==> config.mk <==
export PLATFORM = sky130hd
export DESIGN_NAME = serial_subtractor_2bit_flat
export DESIGN_NICKNAME = d
export VERILOG_FILES = /design/src/rtl/serial_subtractor_2bit_if.sv /design/src/rtl/serial_subtractor_2bit.sv /design/src/flat_wrapper.sv
export SDC_FILE = /design/constraint.sdc
export NUM_CORES = 1
export LEC_CHECK = 0
export CAP_MARGIN = 25
export CORE_MARGIN = 10
export CORE_UTILIZATION = 33
export DETAILED_ROUTE_END_ITERATION = 10
export PLACE_DENSITY = 0.67
export SLEW_MARGIN = 20
export SYNTH_ARGS = -nofsm -noshare
export SYNTH_HDL_FRONTEND = slang
export SYNTH_SLANG_ARGS = --single-unit
export TNS_END_PERCENT = 5
==> constraint.sdc <==
create_clock -name clk -period 3.6 [get_ports clk]
set_clock_uncertainty 0.15 [all_clocks]
set_input_delay 0.72 -clock clk [delete_from_list [all_inputs] [get_ports clk]]
set_output_delay 0.72 -clock clk [all_outputs]
set_load 0.01 [all_outputs]
==> src/rtl/serial_subtractor_2bit_if.sv <==
`timescale 1ns/1ps
// ---------------------------------------------------------------------------
// serial_subtractor_2bit_if
//
// Purpose:
//   Groups the start/done handshake and the operand/result buses of the
//   2-bit-per-cycle serial subtractor. Clock and reset stay plain ports on
//   the subtractor itself.
//
// Signals:
//   start   host -> subtractor  request, honoured only while ready=1
//   a, b    host -> subtractor  minuend / subtrahend, captured on accept
//   ready   subtractor -> host  idle, a start will be accepted
//   busy    subtractor -> host  slices are being processed
//   done    subtractor -> host  one-cycle pulse, results valid
//   diff    subtractor -> host  (a - b) mod 2^WIDTH
//   borrow  subtractor -> host  a < b (unsigned)
//   ovf     subtractor -> host  signed overflow of a - b
//
// Modports:
//   master  the host side (drives start/a/b)
//   slave   the subtractor side (drives status and results)
// ---------------------------------------------------------------------------
interface serial_subtractor_2bit_if #(
    parameter int WIDTH = 8
);

    logic             start;
    logic [WIDTH-1:0] a;
    logic [WIDTH-1:0] b;
    logic             ready;
    logic             busy;
    logic             done;
    logic [WIDTH-1:0] diff;
    logic             borrow;
    logic             ovf;

    modport master (
        output start,
        output a,
        output b,
        input  ready,
        input  busy,
        input  done,
        input  diff,
        input  borrow,
        input  ovf
    );

    modport slave (
        input  start,
        input  a,
        input  b,
        output ready,
        output busy,
        output done,
        output diff,
        output borrow,
        output ovf
    );

endinterface

==> src/rtl/serial_subtractor_2bit.sv <==
`timescale 1ns/1ps
// ---------------------------------------------------------------------------
// serial_subtractor_2bit
//
// Purpose:
//   Multi-cycle subtractor computing a - b two bits per clock, least
//   significant slice first, with a registered borrow rippling from one
//   slice to the next. A start/done handshake lets a host issue one
//   subtraction at a time. Results are valid for both unsigned (borrow)
//   and two's-complement (ovf) interpretations.
//
// Parameters:
//   WIDTH   operand width, even and >= 2; processed in WIDTH/2 slices
//
// Ports:
//   clk     rising-edge clock
//   rst_n   asynchronous active-low reset; abandons any operation in flight
//   bus     serial_subtractor_2bit_if.slave
//             start/a/b in, ready/busy/done/diff/borrow/ovf out
//
// Timing (accept at edge E0):
//   slices processed at E1..E(WIDTH/2), done high for the cycle after
//   E(WIDTH/2), ready again after E(WIDTH/2+1).
// ---------------------------------------------------------------------------
module serial_subtractor_2bit #(
    parameter int WIDTH = 8
) (
    input logic                     clk,
    input logic                     rst_n,
    serial_subtractor_2bit_if.slave bus
);

    localparam int SLICES = WIDTH / 2;
    localparam int CNT_W  = (SLICES > 1) ? $clog2(SLICES) : 1;
    localparam logic [CNT_W-1:0] LAST_SLICE = CNT_W'(SLICES - 1);

    // State encoding kept as plain constants so older tooling can read it.
    localparam logic [1:0] S_IDLE = 2'd0;
    localparam logic [1:0] S_RUN  = 2'd1;
    localparam logic [1:0] S_DONE = 2'd2;

    // -----------------------------------------------------------------------
    // One 2-bit slice of a subtraction: {bout, d} = x - y - bin.
    // The 3-bit result of the zero-extended subtraction lies in -4..3, so
    // its top bit is exactly the borrow out of the slice.
    // -----------------------------------------------------------------------
    function automatic logic [2:0] sub_slice(
        input logic [1:0] x,
        input logic [1:0] y,
        input logic       bin
    );
        logic [2:0] t;
        t = {1'b0, x} - {1'b0, y} - {2'b00, bin};
        return t;
    endfunction

    // -----------------------------------------------------------------------
    // Signed overflow of a - b: only possible when the operand signs differ,
    // and then flagged when the result sign disagrees with the minuend.
    // -----------------------------------------------------------------------
    function automatic logic sub_ovf(
        input logic a_msb,
        input logic b_msb,
        input logic r_msb
    );
        return (a_msb != b_msb) && (r_msb != a_msb);
    endfunction

    logic [1:0]       state;
    logic [1:0]       state_nxt;
    logic [CNT_W-1:0] cnt;
    logic [WIDTH-1:0] a_q;
    logic [WIDTH-1:0] b_q;
    logic [WIDTH-1:0] diff_q;
    logic [WIDTH-1:0] diff_nxt;
    logic             bin_q;
    logic             borrow_q;
    logic             ovf_q;

    logic [1:0]       a_sl;
    logic [1:0]       b_sl;
    logic [1:0]       d_sl;
    logic             bout;
    logic             accept;
    logic             last_sl;

    assign accept  = (state == S_IDLE) && bus.start;
    assign last_sl = (cnt == LAST_SLICE);

    // -----------------------------------------------------------------------
    // Slice select: pick the operand bits addressed by the counter.
    // -----------------------------------------------------------------------
    always_comb begin
        a_sl = 2'b00;
        b_sl = 2'b00;
        for (int k = 0; k < SLICES; k++) begin
            if (cnt == CNT_W'(k)) begin
                a_sl = a_q[2*k +: 2];
                b_sl = b_q[2*k +: 2];
            end
        end
    end

    // -----------------------------------------------------------------------
    // Slice arithmetic and result merge into the partially built difference.
    // -----------------------------------------------------------------------
    always_comb begin
        {bout, d_sl} = sub_slice(a_sl, b_sl, bin_q);
        diff_nxt     = diff_q;
        for (int k = 0; k < SLICES; k++) begin
            if (cnt == CNT_W'(k)) begin
                diff_nxt[2*k +: 2] = d_sl;
            end
        end
    end

    // -----------------------------------------------------------------------
    // Control FSM next state.
    // -----------------------------------------------------------------------
    always_comb begin
        state_nxt = state;
        case (state)
            S_IDLE:  if (bus.start) state_nxt = S_RUN;
            S_RUN:   if (last_sl)   state_nxt = S_DONE;
            S_DONE:  state_nxt = S_IDLE;
            default: state_nxt = S_IDLE;
        endcase
    end

    always_ff @(posedge clk or negedge rst_n) begin
        if (!rst_n) begin
            state <= S_IDLE;
        end else begin
            state <= state_nxt;
        end
    end

    // -----------------------------------------------------------------------
    // Operand capture, slice counter, ripple borrow and results.
    // Results are cleared on accept and then hold from DONE until the next
    // accept, so the host may read them any time ready is high.
    // -----------------------------------------------------------------------
    always_ff @(posedge clk or negedge rst_n) begin
        if (!rst_n) begin
            cnt      <= '0;
            a_q      <= '0;
            b_q      <= '0;
            diff_q   <= '0;
            bin_q    <= 1'b0;
            borrow_q <= 1'b0;
            ovf_q    <= 1'b0;
        end else if (accept) begin
            cnt      <= '0;
            a_q      <= bus.a;
            b_q      <= bus.b;
            diff_q   <= '0;
            bin_q    <= 1'b0;
            borrow_q <= 1'b0;
            ovf_q    <= 1'b0;
        end else if (state == S_RUN) begin
            cnt    <= cnt + 1'b1;
            diff_q <= diff_nxt;
            bin_q  <= bout;
            if (last_sl) begin
                borrow_q <= bout;
                // d_sl[1] is the MSB of the final result on the last slice.
                ovf_q    <= sub_ovf(a_q[WIDTH-1], b_q[WIDTH-1], d_sl[1]);
            end
        end
    end

    // -----------------------------------------------------------------------
    // Outputs.
    // -----------------------------------------------------------------------
    assign bus.ready  = (state == S_IDLE);
    assign bus.busy   = (state == S_RUN);
    assign bus.done   = (state == S_DONE);
    assign bus.diff   = diff_q;
    assign bus.borrow = borrow_q;
    assign bus.ovf    = ovf_q;

endmodule

==> src/flat_wrapper.sv <==
// flat-port wrapper written by rule: the top's interface ports become plain ports
module serial_subtractor_2bit_flat 
#(
    parameter int WIDTH = 8
)
  (clk, rst_n, bus_start, bus_a, bus_b, bus_ready, bus_busy, bus_done, bus_diff, bus_borrow, bus_ovf);
  serial_subtractor_2bit_if #(.WIDTH(WIDTH)) bus_i ();
  input logic clk;
  input logic rst_n;
  input wire logic [$bits(bus_i.start)-1:0] bus_start;
  input wire logic [$bits(bus_i.a)-1:0] bus_a;
  input wire logic [$bits(bus_i.b)-1:0] bus_b;
  output wire logic [$bits(bus_i.ready)-1:0] bus_ready;
  output wire logic [$bits(bus_i.busy)-1:0] bus_busy;
  output wire logic [$bits(bus_i.done)-1:0] bus_done;
  output wire logic [$bits(bus_i.diff)-1:0] bus_diff;
  output wire logic [$bits(bus_i.borrow)-1:0] bus_borrow;
  output wire logic [$bits(bus_i.ovf)-1:0] bus_ovf;
  assign bus_i.start = bus_start;
  assign bus_i.a = bus_a;
  assign bus_i.b = bus_b;
  assign bus_ready = bus_i.ready;
  assign bus_busy = bus_i.busy;
  assign bus_done = bus_i.done;
  assign bus_diff = bus_i.diff;
  assign bus_borrow = bus_i.borrow;
  assign bus_ovf = bus_i.ovf;
  serial_subtractor_2bit #(.WIDTH(WIDTH)) u_core (.clk(clk), .rst_n(rst_n), .bus(bus_i));
endmodule
==> out/results.ini <==
[finish]
final_area_mm2 = 0.00193
area_growth_pct = 29.7
num_antenna_cells = 0
drive_gt1_frac = 0.0513
final_nets = 219

[synthesis]
synth-seq-cells = 31
syn_inst = 163
syn-mean-instance-area_um2 = 9.11
yosysSeqAreaShare = 0.522
yosysUniqueCellTypes = 23
yosysWarnings = 0
syn_area_mm2 = 0.00149
syn_nets = 188

[clocking]
ctsHoldBuffers = 0
cts_tree = done
cts-buffers-inserted = 5
clock_path_buffers = 2
post-cts-setup-buffers = 0
cts_sinks = 31
clk_latency_ns = 0.28
ctsResizeCount = 0
htreeDepth = 2
clk_pin_slew_worst_paths_ns = 0.06
cts-root-buf = clkbuf_8

[grt]
use_met1 = 0.118
globalRouteMet2Util = 0.143
grt_start_max_net_pins = 32
antenna_found_initial = 0
grt_pass1_wl_mm = 5.69
gr-total-overflow = 0
grt-busiest-layer = met2
grt_pass1_vias = 1191
grt_usage = 0.0943
use_met3 = 0.0393

[pwr]
power.density_mw_per_mm2 = 925
power.total_w = 0.00178
ir_worst_vdd_mv = 0.297
p_leak_nw = 0.929

[worst_setup_path]
required_ns = 3.60
critPathBufInv = 1
cp_slowest_stage_delay_ns = 0.57
worstPathCellList = inv_1, ha_1, a21oi_1, o21ai_0, a22o_1, fa_1, fa_1, and3b_1, a21oi_1, o21ai_0
cpLargestDelayFamily = adder cells
r2r-start = u_core.cnt[0]
cp.arrival_ns = 2.90
critical_path.startpoint_type = register
cp-startpoint = u_core.cnt[0]
setup.worst_path.class = reg2reg
setup.worst_path.end_class = register
slowest_stage = fa_1
worstPathMaxFanout = 10

[timing]
drv_slew = 0
min_period_over_period = 0.806
fmax_ghz = 0.345
tightest_slew_ns = 0.521
slew_headroom = 0.653
rsz0062_at_grt = no
setup_viol = 0
finalSetupTns_ns = 0
hold_viol = 0
period_minus_slack_ns = 2.90

[drt]
num_vias = 1195
dr.pass1.iters = 4
viasPerCell = 4.84
routedWlPerCell_um = 13.6
ant_nets = 0
totalWireLength_mm = 3.36
drc = 0
drt_iter0_markers = 90

[worst_hold_path]
min_path_type = reg2reg
min_from = u_core.b_q[0]

[die]
rows = 24
core_mm2 = 0.00435
boundaryPins = 32
die_x_um = 87.1
die-area_mm2 = 0.00758
die_height_um = 87.1
initial_core_util = 0.341

[placed_design]
placed_cell_area_mm2 = 0.00183
hpwl_mm = 2.52
place_congestion = 0.786
numPortBuffers = 31

[flow_run]
maxCapViolCount = 0

[run_status]
outcome = completed

-- power breakdown --
group	switching [W]	total [W]	internal (W)
combinational	0.000493	0.000882	0.000390
clock	0.000124	0.000298	0.000174
sequential	0.000103	0.000603	0.000499
-- Yosys cell counts --
master / number / area (um^2)
o21ai_1: 2 / 10.0
clkbuf_1: 3 / 11.3
nand2_1: 49 / 184
o21ai_0: 10 / 50.1
mux2i_1: 5 / 50.1
buf_6: 2 / 22.5
a22o_1: 2 / 17.5
o31ai_1: 1 / 7.51
dfrtp_1: 31 / 776
or3b_1: 1 / 8.76
buf_2: 4 / 20.0
nor3b_1: 1 / 7.51
a22oi_1: 2 / 15.0
nor2b_1: 1 / 6.26
nand3b_1: 4 / 30.0
inv_1: 10 / 37.5
fa_1: 2 / 40.0
and3b_1: 1 / 8.76
nand3_1: 7 / 35.0
nand2b_1: 1 / 6.26
a21oi_1: 13 / 65.1
ha_1: 4 / 50.1
nor2_1: 7 / 26.3
-- per-layer routing --
metal | vias to the layer above | share of wire
met2 | 31 | 0.45
li1 | 593 | -
met4 | 0 | 0.013
met5 | - | 0
met3 | 7 | 0.066
met1 | 564 | 0.47
-- placed cells by master (no fill, tap or decap), drive strengths merged --
master	n
mux2i	5
clkbuf	8
o31ai	1
inv	10
nor2	7
a22oi	2
nor3b	1
dfrtp	31
nand3b	4
and3b	1
buf	2
nand2	49
ha	4
a21oi	13
fa	2
nor2b	1
or3b	1
o21ai	12
nand2b	1
nand3	7
clkdlybuf4s50	31
a22o	2
-- cell type report --
| cell class | instances | area, um^2 |
|---|---|---|
| Sequential cell | 31 | 776 |
| Clock buffer | 8 | 100 |
| Fill cell | 444 | 2430 |
| Inverter | 10 | 37.5 |
| Timing Repair Buffer | 33 | 325 |
| Tap cell | 52 | 65.1 |
| Multi-Input combinational cell | 113 | 623 |
-- final timing paths --
kind / end / depth (start not counted) / slack (ns)
hold reg to reg: u_core.b_q[0] / 2 / 0.35
setup reg to reg: u_core.bus.ovf / 10 / 0.70
setup / recovery: u_core.bus.ovf / 10 / 0.70
max in group asynchronous: u_core.cnt[1] / 2 / 2.33
min in group asynchronous: u_core.b_q[5] / 2 / 0.68
hold / removal: u_core.b_q[0] / 2 / 0.35
-- logic make-up (layout without fill, tap and decap cells) --
| family | after synthesis | in the layout | share of synthesized area |
|---|---|---|---|
| and+or+nand+nor | 72 | 72 | 0.211 |
| DFF | 31 | 31 | 0.522 |
| AOI/OAI and AO/OA | 30 | 30 | 0.111 |
| buffers and inverters | 19 | 51 | 0.0615 |
| adders and majority gates | 6 | 6 | 0.0607 |
| muxes | 5 | 5 | 0.0337 |
-- through the flow --
stage	cells	utilization	hold slack (ns)	worst slack, ns
after floorplan	163	-	0.274	0.856
after global placement	239	0.420	0.323	0.825
after detailed placement	239	0.420	0.329	0.749
after CTS	247	0.443	0.352	0.724
after global routing	247	0.443	0.387	0.519
final	247	0.443	0.349	0.698
-- worst register-to-register path: cells and delay by family, from the launching register on --
kind | cells | cell delay [ns]
buffers and inverters | 1 | 0.09
AOI/OAI and AO/OA | 5 | 0.64
adders and majority gates | 3 | 1.28
and+or+nand+nor | 1 | 0.22
DFF | 1 | 0.41
-- state kept, by name (all words and copies together) (netlist names) --
register           flops
u_core.a_q             8
u_core.cnt             2
u_core.bus.ovf         1
u_core.bus.borrow      1
u_core.bin_q           1
u_core.state           2
u_core.bus.diff        8
u_core.b_q             8
Power figures use the tool's default switching activity.
